<file path="config.mk">
export PLATFORM = sky130hd
export DESIGN_NAME = ssd_scan_decoder_flat
export DESIGN_NICKNAME = d
export VERILOG_FILES = /design/src/rtl/ssd_pkg.sv /design/src/rtl/ssd_scan_decoder_if.sv /design/src/rtl/ssd_glyph_decode.sv /design/src/rtl/ssd_scan_decoder.sv /design/src/flat_wrapper.sv
export SDC_FILE = /design/constraint.sdc
export NUM_CORES = 1
export LEC_CHECK = 0
export CORE_ASPECT_RATIO = 0.7
export CORE_MARGIN = 1.5
export CORE_UTILIZATION = 35
export CTS_BUF_LIST = sky130_fd_sc_hd__clkbuf_8
export CTS_CLUSTER_DIAMETER = 100
export DETAILED_ROUTE_END_ITERATION = 10
export GPL_TIMING_DRIVEN = 0
export SKIP_LAST_GASP = 1
export SLEW_MARGIN = 20
export SYNTH_ARGS = -nofsm -noshare
export SYNTH_HDL_FRONTEND = slang
export SYNTH_SLANG_ARGS = --single-unit
</file>
<file path="constraint.sdc">
create_clock -name clk -period 2.8 [get_ports clk]
set_clock_uncertainty 0.1 [all_clocks]
set_input_delay 0.56 -clock clk [delete_from_list [all_inputs] [get_ports clk]]
set_output_delay 0.56 -clock clk [all_outputs]
set_load 0.05 [all_outputs]
</file>
<file path="src/rtl/ssd_pkg.sv">
// Shared definitions for the seven-segment scan decoder: glyph encodings,
// FSM states, default settle time and anode helpers.
package ssd_pkg;

  localparam int unsigned SSD_SETTLE_CYCLES = 16;

  // Active-low cathode patterns {g,f,e,d,c,b,a}
  localparam logic [6:0] BLANK_GLYPH = 7'h7F;
  localparam logic [6:0] GLYPH_0     = 7'h40;
  localparam logic [6:0] GLYPH_1     = 7'h79;
  localparam logic [6:0] GLYPH_2     = 7'h24;
  localparam logic [6:0] GLYPH_3     = 7'h30;
  localparam logic [6:0] GLYPH_4     = 7'h19;
  localparam logic [6:0] GLYPH_5     = 7'h12;
  localparam logic [6:0] GLYPH_6     = 7'h02;
  localparam logic [6:0] GLYPH_7     = 7'h78;
  localparam logic [6:0] GLYPH_8     = 7'h00;
  localparam logic [6:0] GLYPH_9     = 7'h10;
  localparam logic [6:0] GLYPH_A     = 7'h08;
  localparam logic [6:0] GLYPH_B     = 7'h03;
  localparam logic [6:0] GLYPH_C     = 7'h46;
  localparam logic [6:0] GLYPH_D     = 7'h21;
  localparam logic [6:0] GLYPH_E     = 7'h06;
  localparam logic [6:0] GLYPH_F     = 7'h0E;

  typedef enum logic [1:0] {
    IDLE     = 2'd0,
    SETTLE   = 2'd1,
    CAPTURED = 2'd2
  } ssd_state_e;

  // A scan slot is only meaningful when exactly one digit enable is low.
  function automatic logic anode_legal(input logic [3:0] anode);
    logic legal;
    case (anode)
      4'b1110, 4'b1101, 4'b1011, 4'b0111: legal = 1'b1;
      default:                            legal = 1'b0;
    endcase
    return legal;
  endfunction

  function automatic logic [1:0] anode_pos(input logic [3:0] anode);
    logic [1:0] pos;
    case (anode)
      4'b1110: pos = 2'd0;
      4'b1101: pos = 2'd1;
      4'b1011: pos = 2'd2;
      4'b0111: pos = 2'd3;
      default: pos = 2'd0;
    endcase
    return pos;
  endfunction

endpackage

</file>
<file path="src/rtl/ssd_scan_decoder_if.sv">
// Display pin bundle plus recovered digit state. SSD_DP_CAPTURE_EN adds the
// decimal-point pin and its per-position capture.
interface ssd_scan_decoder_if;

  logic [3:0]  anode_in;
  logic [6:0]  cathode_in;
  logic [15:0] digits;
  logic [3:0]  digit_valid;
  logic        frame_valid;
  logic        frame_strobe;
  logic        glyph_error;
  logic        scan_timeout;
`ifdef SSD_DP_CAPTURE_EN
  logic        dp_in;
  logic [3:0]  dp_out;
`endif

  // Display driver side: drives the pins, observes the decode results.
  modport master (
`ifdef SSD_DP_CAPTURE_EN
    output dp_in,
    input  dp_out,
`endif
    output anode_in,
    output cathode_in,
    input  digits,
    input  digit_valid,
    input  frame_valid,
    input  frame_strobe,
    input  glyph_error,
    input  scan_timeout
  );

  // Decoder side.
  modport slave (
`ifdef SSD_DP_CAPTURE_EN
    input  dp_in,
    output dp_out,
`endif
    input  anode_in,
    input  cathode_in,
    output digits,
    output digit_valid,
    output frame_valid,
    output frame_strobe,
    output glyph_error,
    output scan_timeout
  );

endinterface

</file>
<file path="src/rtl/ssd_glyph_decode.sv">
// Combinational cathode-pattern to hex lookup; flags blank and unknown patterns.
module ssd_glyph_decode
  import ssd_pkg::*;
(
  input  logic [6:0] cathode,
  output logic       hit,
  output logic       blank,
  output logic [3:0] hex
);

  always_comb begin
    hit   = 1'b1;
    blank = 1'b0;
    hex   = 4'h0;
    case (cathode)
      GLYPH_0:     hex = 4'h0;
      GLYPH_1:     hex = 4'h1;
      GLYPH_2:     hex = 4'h2;
      GLYPH_3:     hex = 4'h3;
      GLYPH_4:     hex = 4'h4;
      GLYPH_5:     hex = 4'h5;
      GLYPH_6:     hex = 4'h6;
      GLYPH_7:     hex = 4'h7;
      GLYPH_8:     hex = 4'h8;
      GLYPH_9:     hex = 4'h9;
      GLYPH_A:     hex = 4'hA;
      GLYPH_B:     hex = 4'hB;
      GLYPH_C:     hex = 4'hC;
      GLYPH_D:     hex = 4'hD;
      GLYPH_E:     hex = 4'hE;
      GLYPH_F:     hex = 4'hF;
      BLANK_GLYPH: begin
        hit   = 1'b0;
        blank = 1'b1;
      end
      default:     hit = 1'b0;
    endcase
  end

endmodule

</file>
<file path="src/rtl/ssd_scan_decoder.sv">
// Recovers four hex digits from a multiplexed seven-segment scan waveform.
// Optional SSD_DP_CAPTURE_EN also captures the decimal point per position.
module ssd_scan_decoder
  import ssd_pkg::*;
#(
  parameter int unsigned SETTLE_CYCLES  = SSD_SETTLE_CYCLES,
  parameter int unsigned TIMEOUT_CYCLES = 1000000
) (
  input logic               clk,
  input logic               reset,
  ssd_scan_decoder_if.slave bus
);

`ifdef SSD_DP_CAPTURE_EN
  localparam int unsigned PIN_W = 12;
`else
  localparam int unsigned PIN_W = 11;
`endif
  localparam int unsigned SW = (SETTLE_CYCLES > 2) ? $clog2(SETTLE_CYCLES) : 1;
  localparam int unsigned TW = $clog2(TIMEOUT_CYCLES + 1);
  localparam logic [SW-1:0] SETTLE_LAST = SW'(SETTLE_CYCLES - 2);
  localparam logic [TW-1:0] TO_MAX      = TW'(TIMEOUT_CYCLES);
  localparam logic [TW-1:0] TO_LAST     = TW'(TIMEOUT_CYCLES - 1);

  logic [PIN_W-1:0] pins_s;
  logic [PIN_W-1:0] sync1_q, sync2_q, prev_q;
  logic [3:0]       anode_s;
  logic [6:0]       cathode_s;
  logic             stable_s, legal_s, capture_s;
  logic [1:0]       pos_s;
  logic             hit_s, blank_s;
  logic [3:0]       hex_s;

  ssd_state_e       state_q, state_d;
  logic [SW-1:0]    settle_cnt_q, settle_cnt_d;
  logic [TW-1:0]    to_cnt_q, to_cnt_d;
  logic [15:0]      digits_q, digits_d;
  logic [3:0]       valid_q, valid_d;
  logic [3:0]       seen_q, seen_d, seen_next_s;
  logic             fvalid_q, fvalid_d;
  logic             strobe_q, strobe_d;
  logic             gerr_q, gerr_d;
  logic             timeout_q, timeout_d;
`ifdef SSD_DP_CAPTURE_EN
  logic [3:0]       dp_q, dp_d;

  assign pins_s = {bus.dp_in, bus.anode_in, bus.cathode_in};
`else
  assign pins_s = {bus.anode_in, bus.cathode_in};
`endif

  assign anode_s   = sync2_q[10:7];
  assign cathode_s = sync2_q[6:0];
  assign stable_s  = (sync2_q == prev_q);
  assign legal_s   = anode_legal(anode_s);
  assign pos_s     = anode_pos(anode_s);

  ssd_glyph_decode u_decode (
    .cathode (cathode_s),
    .hit     (hit_s),
    .blank   (blank_s),
    .hex     (hex_s)
  );

  // Pin synchronizer; idle display pins are high, so flops reset to ones.
  always_ff @(posedge clk or posedge reset) begin
    if (reset) begin
      sync1_q <= {PIN_W{1'b1}};
      sync2_q <= {PIN_W{1'b1}};
      prev_q  <= {PIN_W{1'b1}};
    end else begin
      sync1_q <= pins_s;
      sync2_q <= sync1_q;
      prev_q  <= sync2_q;
    end
  end

  // Scan FSM: wait for a legal slot, require SETTLE_CYCLES of stability, capture once.
  always_comb begin
    state_d      = state_q;
    settle_cnt_d = settle_cnt_q;
    capture_s    = 1'b0;
    case (state_q)
      IDLE: begin
        if (legal_s) begin
          state_d      = SETTLE;
          settle_cnt_d = {SW{1'b0}};
        end else begin
          state_d = IDLE;
        end
      end
      SETTLE: begin
        if (!legal_s) begin
          state_d      = IDLE;
          settle_cnt_d = {SW{1'b0}};
        end else if (!stable_s) begin
          settle_cnt_d = {SW{1'b0}};
        end else if (settle_cnt_q == SETTLE_LAST) begin
          capture_s    = 1'b1;
          state_d      = CAPTURED;
          settle_cnt_d = {SW{1'b0}};
        end else begin
          settle_cnt_d = settle_cnt_q + SW'(1);
        end
      end
      CAPTURED: begin
        if (stable_s) begin
          state_d = CAPTURED;
        end else if (legal_s) begin
          state_d      = SETTLE;
          settle_cnt_d = {SW{1'b0}};
        end else begin
          state_d = IDLE;
        end
      end
      default: begin
        state_d      = IDLE;
        settle_cnt_d = {SW{1'b0}};
      end
    endcase
  end

  // Capture datapath, frame tracking and scan-loss timeout; capture beats expiry.
  always_comb begin
    digits_d    = digits_q;
    valid_d     = valid_q;
    seen_d      = seen_q;
    strobe_d    = 1'b0;
    gerr_d      = 1'b0;
    to_cnt_d    = to_cnt_q;
    timeout_d   = timeout_q;
    seen_next_s = seen_q | (4'b0001 << pos_s);
`ifdef SSD_DP_CAPTURE_EN
    dp_d        = dp_q;
`endif
    if (capture_s) begin
      if (hit_s) begin
        digits_d[{pos_s, 2'b00} +: 4] = hex_s;
        valid_d[pos_s]                = 1'b1;
      end else begin
        valid_d[pos_s] = 1'b0;
        gerr_d         = !blank_s;
      end
      if (seen_next_s == 4'b1111) begin
        strobe_d = 1'b1;
        seen_d   = 4'b0000;
      end else begin
        seen_d = seen_next_s;
      end
`ifdef SSD_DP_CAPTURE_EN
      dp_d[pos_s] = ~sync2_q[11];
`endif
      to_cnt_d  = {TW{1'b0}};
      timeout_d = 1'b0;
    end else if (to_cnt_q != TO_MAX) begin
      to_cnt_d = to_cnt_q + TW'(1);
      if (to_cnt_q == TO_LAST) begin
        timeout_d = 1'b1;
        valid_d   = 4'b0000;
        seen_d    = 4'b0000;
      end else begin
        timeout_d = timeout_q;
      end
    end else begin
      to_cnt_d = TO_MAX;
    end
    fvalid_d = &valid_d;
  end

  // State and output registers.
  always_ff @(posedge clk or posedge reset) begin
    if (reset) begin
      state_q      <= IDLE;
      settle_cnt_q <= {SW{1'b0}};
      to_cnt_q     <= {TW{1'b0}};
      digits_q     <= 16'h0000;
      valid_q      <= 4'b0000;
      seen_q       <= 4'b0000;
      fvalid_q     <= 1'b0;
      strobe_q     <= 1'b0;
      gerr_q       <= 1'b0;
      timeout_q    <= 1'b0;
`ifdef SSD_DP_CAPTURE_EN
      dp_q         <= 4'b0000;
`endif
    end else begin
      state_q      <= state_d;
      settle_cnt_q <= settle_cnt_d;
      to_cnt_q     <= to_cnt_d;
      digits_q     <= digits_d;
      valid_q      <= valid_d;
      seen_q       <= seen_d;
      fvalid_q     <= fvalid_d;
      strobe_q     <= strobe_d;
      gerr_q       <= gerr_d;
      timeout_q    <= timeout_d;
`ifdef SSD_DP_CAPTURE_EN
      dp_q         <= dp_d;
`endif
    end
  end

  assign bus.digits       = digits_q;
  assign bus.digit_valid  = valid_q;
  assign bus.frame_valid  = fvalid_q;
  assign bus.frame_strobe = strobe_q;
  assign bus.glyph_error  = gerr_q;
  assign bus.scan_timeout = timeout_q;
`ifdef SSD_DP_CAPTURE_EN
  assign bus.dp_out       = dp_q;
`endif

endmodule

</file>
<file path="src/flat_wrapper.sv">
// flat-port wrapper written by rule: the top's interface ports become plain ports
module ssd_scan_decoder_flat import ssd_pkg::*;
#(
  parameter int unsigned SETTLE_CYCLES  = SSD_SETTLE_CYCLES,
  parameter int unsigned TIMEOUT_CYCLES = 1000000
)
  (clk, reset, bus_anode_in, bus_cathode_in, bus_digits, bus_digit_valid, bus_frame_valid, bus_frame_strobe, bus_glyph_error, bus_scan_timeout);
  ssd_scan_decoder_if bus_i ();
  input logic clk;
  input logic reset;
  input wire logic [$bits(bus_i.anode_in)-1:0] bus_anode_in;
  input wire logic [$bits(bus_i.cathode_in)-1:0] bus_cathode_in;
  output wire logic [$bits(bus_i.digits)-1:0] bus_digits;
  output wire logic [$bits(bus_i.digit_valid)-1:0] bus_digit_valid;
  output wire logic [$bits(bus_i.frame_valid)-1:0] bus_frame_valid;
  output wire logic [$bits(bus_i.frame_strobe)-1:0] bus_frame_strobe;
  output wire logic [$bits(bus_i.glyph_error)-1:0] bus_glyph_error;
  output wire logic [$bits(bus_i.scan_timeout)-1:0] bus_scan_timeout;
  assign bus_i.anode_in = bus_anode_in;
  assign bus_i.cathode_in = bus_cathode_in;
  assign bus_digits = bus_i.digits;
  assign bus_digit_valid = bus_i.digit_valid;
  assign bus_frame_valid = bus_i.frame_valid;
  assign bus_frame_strobe = bus_i.frame_strobe;
  assign bus_glyph_error = bus_i.glyph_error;
  assign bus_scan_timeout = bus_i.scan_timeout;
  ssd_scan_decoder #(.SETTLE_CYCLES(SETTLE_CYCLES), .TIMEOUT_CYCLES(TIMEOUT_CYCLES)) u_core (.clk(clk), .reset(reset), .bus(bus_i));
endmodule
</file>
==> run_results.csv, run 1 <==
group,metric,value,unit
clock_tree,cts_tree,"done",
synth,syn_avg_cell_area,11.1,µm²
clock_tree,ctsHoldBuffers,0,
clock_tree,root_buffer,"clkbuf_8",
synth,synth-edff-count,0,
routing,wl_per_cell,14.7,µm
sta,period_share,0.967,
sta,setup_viol,0,
synth,synth_seq_cells,87,
synth,synth-warning-count,0,
worst_setup_path,r2r_slack,0.09,ns
worst_setup_path,r2r-start,"u_core.sync2_q[6]$_DFF_PP1_",
flow_run,drv_cap,0,
hold_path,hp-class,"flop to flop",
die,start_util,0.367,
sta,layout_min_cycle_time,2.71,ns
die,die_w,133,µm
worst_setup_path,cp-endpoint,"u_core.bus.frame_valid$_DFF_PP0_",
die,die_h,93.9,µm
synth,synthCells,373,
routing,drt_iter0_drc,150,
finish,nNetsFinal,446,
synth,synth.distinct_cells,62,
clock_tree,cts_buffer_depth,2,
worst_setup_path,cp.arrival,2.84,ns
routing,routed_via_density,5.06,
global_route,grt_pass1_vias,2865,
global_route,grt_pass1_wl,14500,µm
sta,rsz0062_at_grt,"true",
finish,multi_input_area,1840,µm²
worst_setup_path,cp_cell_sequence,"buf_6, xnor2_1, nand4_1, nor3_1, a31oi_1, o21ai_0, a2111oi_4",
routing,dr_total_vias,2948,
power,powerDensity,486,nW/µm²
die,die_area,12500,µm²
finish,ff_latch_area,2220,µm²
worst_setup_path,critPathLaunch,"u_core.sync2_q[6]$_DFF_PP1_",
power,totalPowerFinal,0.00246,W
synth,syn_nets,394,
global_route,gr-total-overflow,0,
sta,clock.fmax,0.369,GHz
synth,synth_area,4130,µm²
finish,insertedDiodeCount,0,
die,fp-row-count,32,
sta,hold_viol,0,
finish,fin_util,0.450,
worst_setup_path,cp.required,2.94,ns
clock_tree,cts_made_buffers,9,
worst_setup_path,crit_path_top_delay_cell,"nor3_1",
global_route,antenna_found_initial,0,
finish,fillers,1053,
routing,drc,0,
worst_setup_path,critPathCaptureType,"flop",
worst_setup_path,cpPeakStageDelay,0.68,ns
die,coreArea,11300,µm²
synth,synth-main-ff-cell,"dfrtp_1",
global_route,grtUsageTotal,0.149,
worst_setup_path,reg2reg_depth,7,
outcome,outcome,"finished, final reports clean",
global_route,grt_use_met2,0.209,
place,dp_hpwl,6250,µm
die,io_pins,37,
clock_tree,clkTransAtPathRegs,0.10,ns
global_route,grt_max_degree,35,
worst_setup_path,criticalPathCategory,"flop to flop",
routing,drt-total-wl,8600,µm
routing,route.antenna.remaining_nets,0,
power,peakVddDrop,349,µV
synth,yosysSeqAreaShare,0.537,
sta,maxSlewHeadroom,0.491,
place,gp_congestion,0.845,
power,p_leak,2.18,nW
worst_setup_path,path_max_fanout,10,
global_route,grt_use_met3,0.0372,
global_route,gr-usage-met1,0.222,
finish,synthToLayoutAreaGrowth,22.5,%
sta,drv_slew,0,
routing,dr.pass1.iters,4,
global_route,busiest_layer,"met1",
finish,drive_above_1_share,0.221,
worst_setup_path,timing.rr.end,"u_core.bus.frame_valid$_DFF_PP0_",
worst_setup_path,startpoint_type,"flop",
sta,worstMarginPinSlew,0.757,ns
clock_tree,htreeDepth,3,
synth,async_flop_share,1.00,
clock_tree,clock_latency,0.37,ns
clock_tree,clock-sinks,87,
place,port_buffers,36,
report_power, final:
part           switching [W]  total [W]  leakage [nW]  internal (W)
combinational      0.0000982   0.000167         0.979     0.0000688
clock               0.000469   0.000976         0.116      0.000507
sequential         0.0000192    0.00132          1.09       0.00130
total               0.000586    0.00246          2.18       0.00188
metrics by stage:
| stage | setup TNS (ns) | cells | cell area [µm²] | hold WS, ns | setup slack [ns] |
|---|---|---|---|---|---|
| floorplan | 0 | 373 | 4140 | 0.245 | 0.420 |
| global placement | 0 | 562 | 4690 | 0.246 | 0.112 |
| detailed placement | 0 | 565 | 4760 | 0.247 | 0.105 |
| CTS | 0 | 581 | 4970 | 0.257 | 0.0680 |
| global route | -0.0560 | 583 | 5060 | 0.258 | -0.0186 |
| finish | 0 | 583 | 5060 | 0.248 | 0.0933 |
worst max-delay path, delay by kind of cell (launching register included):
kind	cells	cell delay, ns
AO/OA/AOI/OAI	3	0.77
flip-flops	1	0.55
AND/OR/NAND/NOR	2	0.90
XOR/XNOR	1	0.11
buffers and inverters	1	0.13
area by class of cell:
class / count / area share
plain buffers: 11 / 0.0151
clock buffers: 9 / 0.0245
clock inverters: 7 / 0.0185
inverters: 21 / 0.0163
multi-input cells: 254 / 0.362
flip-flops and latches: 87 / 0.438
well taps: 153 / 0.0378
repair buffers: 41 / 0.0875
registers in the layout, indices dropped and copies added, names as in the netlist:
name	flops
u_core.settle_cnt_q	4
u_core.sync1_q	11
u_core.bus.glyph_error	1
u_core.bus.frame_valid	1
u_core.sync2_q	11
u_core.bus.scan_timeout	1
u_core.seen_q	4
u_core.to_cnt_q	20
u_core.prev_q	11
u_core.bus.frame_strobe	1
u_core.bus.digits	16
u_core.state_q	2
u_core.bus.digit_valid	4
worst min-delay path by stage:
stage	from	end	slack [ns]	cells past startpoint
finish	u_core.sync1_q[4]$_DFF_PP1_	u_core.sync2_q[4]$_DFF_PP1_	0.25	0
floorplan	u_core.sync1_q[0]$_DFF_PP1_	u_core.sync2_q[0]$_DFF_PP1_	0.25	0
CTS	u_core.sync1_q[4]$_DFF_PP1_	u_core.sync2_q[4]$_DFF_PP1_	0.26	0
detailed placement	u_core.sync1_q[6]$_DFF_PP1_	u_core.sync2_q[6]$_DFF_PP1_	0.25	0
global route	u_core.sync1_q[4]$_DFF_PP1_	u_core.sync2_q[4]$_DFF_PP1_	0.26	0
global placement	u_core.sync1_q[2]$_DFF_PP1_	u_core.sync2_q[2]$_DFF_PP1_	0.25	0
cell usage after synthesis (all sizes together), types with 8 or more instances:
master  count  area share
mux2       12       0.033
xnor2      19       0.040
inv        21       0.019
nand4      10       0.015
dfrtp      54        0.33
dfstp      33        0.21
nor2       48       0.044
xor2       12       0.025
ha          8       0.024
nand3      20       0.028
nor3        8       0.016
buf        10       0.016
nand2      17       0.015
cells in the final DEF (no fill, tap or decap), types with 6 or more instances in the layout:
cell and n:
mux2_2 12, ha_1 8, xnor2_1 19, a211oi_1 6, nand3_1 16, xor2_1 12, dfstp_2 33, o31ai_1 6
and3_1 6, clkbuf_8 9, inv_1 21, nand4_1 10, nand2_1 17, nor2_1 48, clkdlybuf4s50_1 36, dfrtp_1 54
metal layers:
layer	vias up	part of all wire
met5	-	0
met1	1451	0.53
met2	56	0.42
met4	0	0.012
met3	8	0.036
li1	1433	-
timing repair:
| action | in CTS | in global routing |
|---|---|---|
| endpoints found under the setup margin | 0 | 26 |
| buffers inserted | 0 | 2 |
| resized for setup | 0 | 12 |
cells by family (layout without fill, tap and decap cells):
family | count (synthesis) | after routing | share of synthesized area
AO/OA/AOI/OAI | 53 | 53 | 0.100
buffers and inverters | 32 | 89 | 0.0363
multiplexers | 13 | 13 | 0.0351
flip-flops | 87 | 87 | 0.537
adder cells (fa/ha/maj) | 8 | 8 | 0.0242
AND/OR/NAND/NOR | 149 | 149 | 0.202
XOR/XNOR | 31 | 31 | 0.0657
Note: power is estimated with default switching activity, not from simulation.
==> run 2, diff against run 1 <==
--- a/config.mk
+++ b/config.mk
@@ -7,11 +7,13 @@
 export LEC_CHECK = 0
 export CORE_ASPECT_RATIO = 0.7
 export CORE_MARGIN = 1.5
-export CORE_UTILIZATION = 35
+export CORE_UTILIZATION = 45
 export CTS_BUF_LIST = sky130_fd_sc_hd__clkbuf_8
 export CTS_CLUSTER_DIAMETER = 100
 export DETAILED_ROUTE_END_ITERATION = 10
 export GPL_TIMING_DRIVEN = 0
+export PLACE_DENSITY = 0.67
+export RECOVER_POWER = 100
 export SKIP_LAST_GASP = 1
 export SLEW_MARGIN = 20
 export SYNTH_ARGS = -nofsm -noshare
==> run 2 against run 1 <==
Utilization increased by 10 points. Cell count decreased by 5.3%. Worst setup slack improved by 0.031 ns. Sequential power about the same. Die area decreased by 22%. Non-clock buffer count decreased by 2. Flip-flop and latch count unchanged. Total power increased by 3.3%. Maximum frequency increased by 1.2%. Via count increased by 0.51%. Largest cell class unchanged.
==> run_results.csv, run 2 (synthesis gave the netlist of run 1 again) <==
group,metric,value,unit
global_route,grt_pass1_vias,2852,
place,dp_hpwl,5910,µm
place,port_buffers,36,
finish,final_cell_mix,"54 x dfrtp_1, 48 x nor2_1, 35 x dlygate4sd3_1",
power,pwr-share-comb,0.060,
worst_setup_path,cp.required,2.95,ns
finish,nNetsFinal,444,
global_route,grtUsageTotal,0.180,
routing,routed_via_density,5.37,
sta,clock.fmax,0.374,GHz
sta,tns,0,ns
die,fp-row-count,29,
outcome,outcome,"finished, final reports clean",
clock_tree,cts_buffer_depth,2,
sta,setup_viol,0,
finish,fin_util,0.552,
clock_tree,htreeDepth,3,
routing,dr.pass1.iters,6,
global_route,grt_pass1_wl,13900,µm
die,die_w,118,µm
finish,synthToLayoutAreaGrowth,20.1,%
die,io_pins,37,
worst_setup_path,crit_path_top_delay_cell,"dfstp_2",
routing,drc,0,
routing,route.antenna.remaining_nets,0,
worst_setup_path,critPathCaptureType,"flop",
sta,period_share,0.956,
die,start_util,0.459,
routing,wl_per_cell,14.7,µm
sta,layout_setup_ws,0.125,ns
routing,drt-total-wl,8120,µm
die,coreArea,9000,µm²
finish,insertedDiodeCount,0,
sta,hold_viol,0,
power,peakVddDrop,360,µV
worst_setup_path,cpPeakStageDelay,0.57,ns
worst_setup_path,path_max_fanout,10,
clock_tree,clock_latency,0.36,ns
power,intPower,0.00198,W
place,place_worst_setup_slack,0.103,ns
power,switching_share,0.222,
global_route,grt_max_degree,38,
global_route,antenna_found_initial,0,
clock_tree,cts_tree,"done",
power,p_leak,2.24,nW
clock_tree,clkTransAtPathRegs,0.09,ns
worst_setup_path,criticalPathCategory,"flop to flop",
clock_tree,cts_made_buffers,9,
sta,drv_slew,0,
die,die_area,9780,µm²
sta,worstMarginPinSlew,1.04,ns
die,die_h,83.2,µm
finish,final_common_cell,"dfrtp_1",
power,powerDensity,512,nW/µm²
sta,layout_min_cycle_time,2.68,ns
power,p_switching,0.000564,W
global_route,gr-total-overflow,0,
routing,drt_iter0_drc,265,
finish,fin_area,4970,µm²
power,pwr-share-clk,0.422,
place,gp_congestion,0.843,
finish,regMostFlops,"u_core.to_cnt_q",
clock_tree,root_buffer,"clkbuf_8",
flow_run,drv_cap,0,
sta,maxSlewHeadroom,0.302,
finish,drive_above_1_share,0.215,
power,seqPwrFrac,0.519,
sta,rsz0062_at_grt,"true",
finish,largest_reg_flops,20,
clock_tree,clock-sinks,87,
place,place_area,4690,µm²
worst_setup_path,startpoint_type,"flop",
hold_path,hp-class,"flop to flop",
worst_setup_path,cp_cell_sequence,"buf_2, nor3b_1, o2111a_1, nor4_4, nand3_2, nand3_1, mux2_2",
worst_setup_path,cp.arrival,2.82,ns
routing,dr_total_vias,2963,
==> run 2: cell type report <==
class | instances | area, µm²
tap | 124 | 155
buffer | 11 | 73.8
multi-input combinational | 254 | 1810
fill | 810 | 4030
sequential | 87 | 2220
clock buffer | 10 | 138
timing repair buffer | 39 | 374
inverter | 21 | 80.1
clock inverter | 6 | 114
==> run 2: worst max-delay path: cells and delay by family (launching register included) <==
family                 cells  cell delay [ns]
buffers and inverters      1             0.23
AOI/OAI and AO/OA          1             0.31
and+or+nand+nor            4             0.99
muxes                      1             0.36
DFF                        1             0.57
==> run 2: final timing paths <==
kind / start / endpoint / cells past startpoint / slack [ns]
setup / recovery: u_core.sync2_q[5]$_DFF_PP1_ / u_core.bus.digits[15]$_DFFE_PP0P_ / 7 / 0.12
hold / removal: u_core.sync1_q[1]$_DFF_PP1_ / u_core.sync2_q[1]$_DFF_PP1_ / 0 / 0.25
setup reg to reg: u_core.sync2_q[5]$_DFF_PP1_ / u_core.bus.digits[15]$_DFFE_PP0P_ / 7 / 0.12
hold reg to reg: u_core.sync1_q[1]$_DFF_PP1_ / u_core.sync2_q[1]$_DFF_PP1_ / 0 / 0.25
max in group asynchronous: reset / u_core.bus.digits[11]$_DFFE_PP0P_ / 3 / 0.54
min in group asynchronous: reset / u_core.state_q[1]$_DFFE_PP0P_ / 2 / 0.73
==> run 2: metal layers <==
metal / GRT usage / vias to the layer above / share of wire
met3: 0.0495 / 10 / 0.051
met2: 0.252 / 77 / 0.44
met5: 0 / - / 0
met1: 0.265 / 1449 / 0.50
met4: 0.0687 / 0 / 0.016
li1: - / 1427 / -
==> run 2: timing repair <==
action	CTS	global route
buffers inserted	0	1
hold buffers	0	0
resized for setup	0	9
setup endpoints to repair	0	28
==> run 2: power groups by stage <==
stage	registers (W)	logic [W]	clock network [W]
after floorplan	0.00134	0.000106	0
after global placement	0.00134	0.000148	0
after detailed placement	0.00134	0.000157	0
after CTS	0.00132	0.000158	0.00110
after global routing	0.00132	0.000171	0.00115
final	0.00132	0.000152	0.00107
==> run 2: stage by stage <==
step	cells	hold WS [ns]	total power, W
floorplan	373	0.245	0.00144
global placement	533	0.246	0.00149
CTS	551	0.252	0.00258
global route	552	0.258	0.00265
finish	552	0.249	0.00254
detailed placement	535	0.247	0.00150
==> run 3, diff against run 2 <==
--- a/config.mk
+++ b/config.mk
@@ -5,11 +5,13 @@
 export SDC_FILE = /design/constraint.sdc
 export NUM_CORES = 1
 export LEC_CHECK = 0
+export ABC_CLOCK_PERIOD_IN_PS = 2800
 export CORE_ASPECT_RATIO = 0.7
 export CORE_MARGIN = 1.5
 export CORE_UTILIZATION = 45
 export CTS_BUF_LIST = sky130_fd_sc_hd__clkbuf_8
 export CTS_CLUSTER_DIAMETER = 100
+export CTS_CLUSTER_SIZE = 10
 export DETAILED_ROUTE_END_ITERATION = 10
 export GPL_TIMING_DRIVEN = 0
 export PLACE_DENSITY = 0.67
==> results of run 3 <==
Final layout, timing and power as in run 2 (identical DEF).
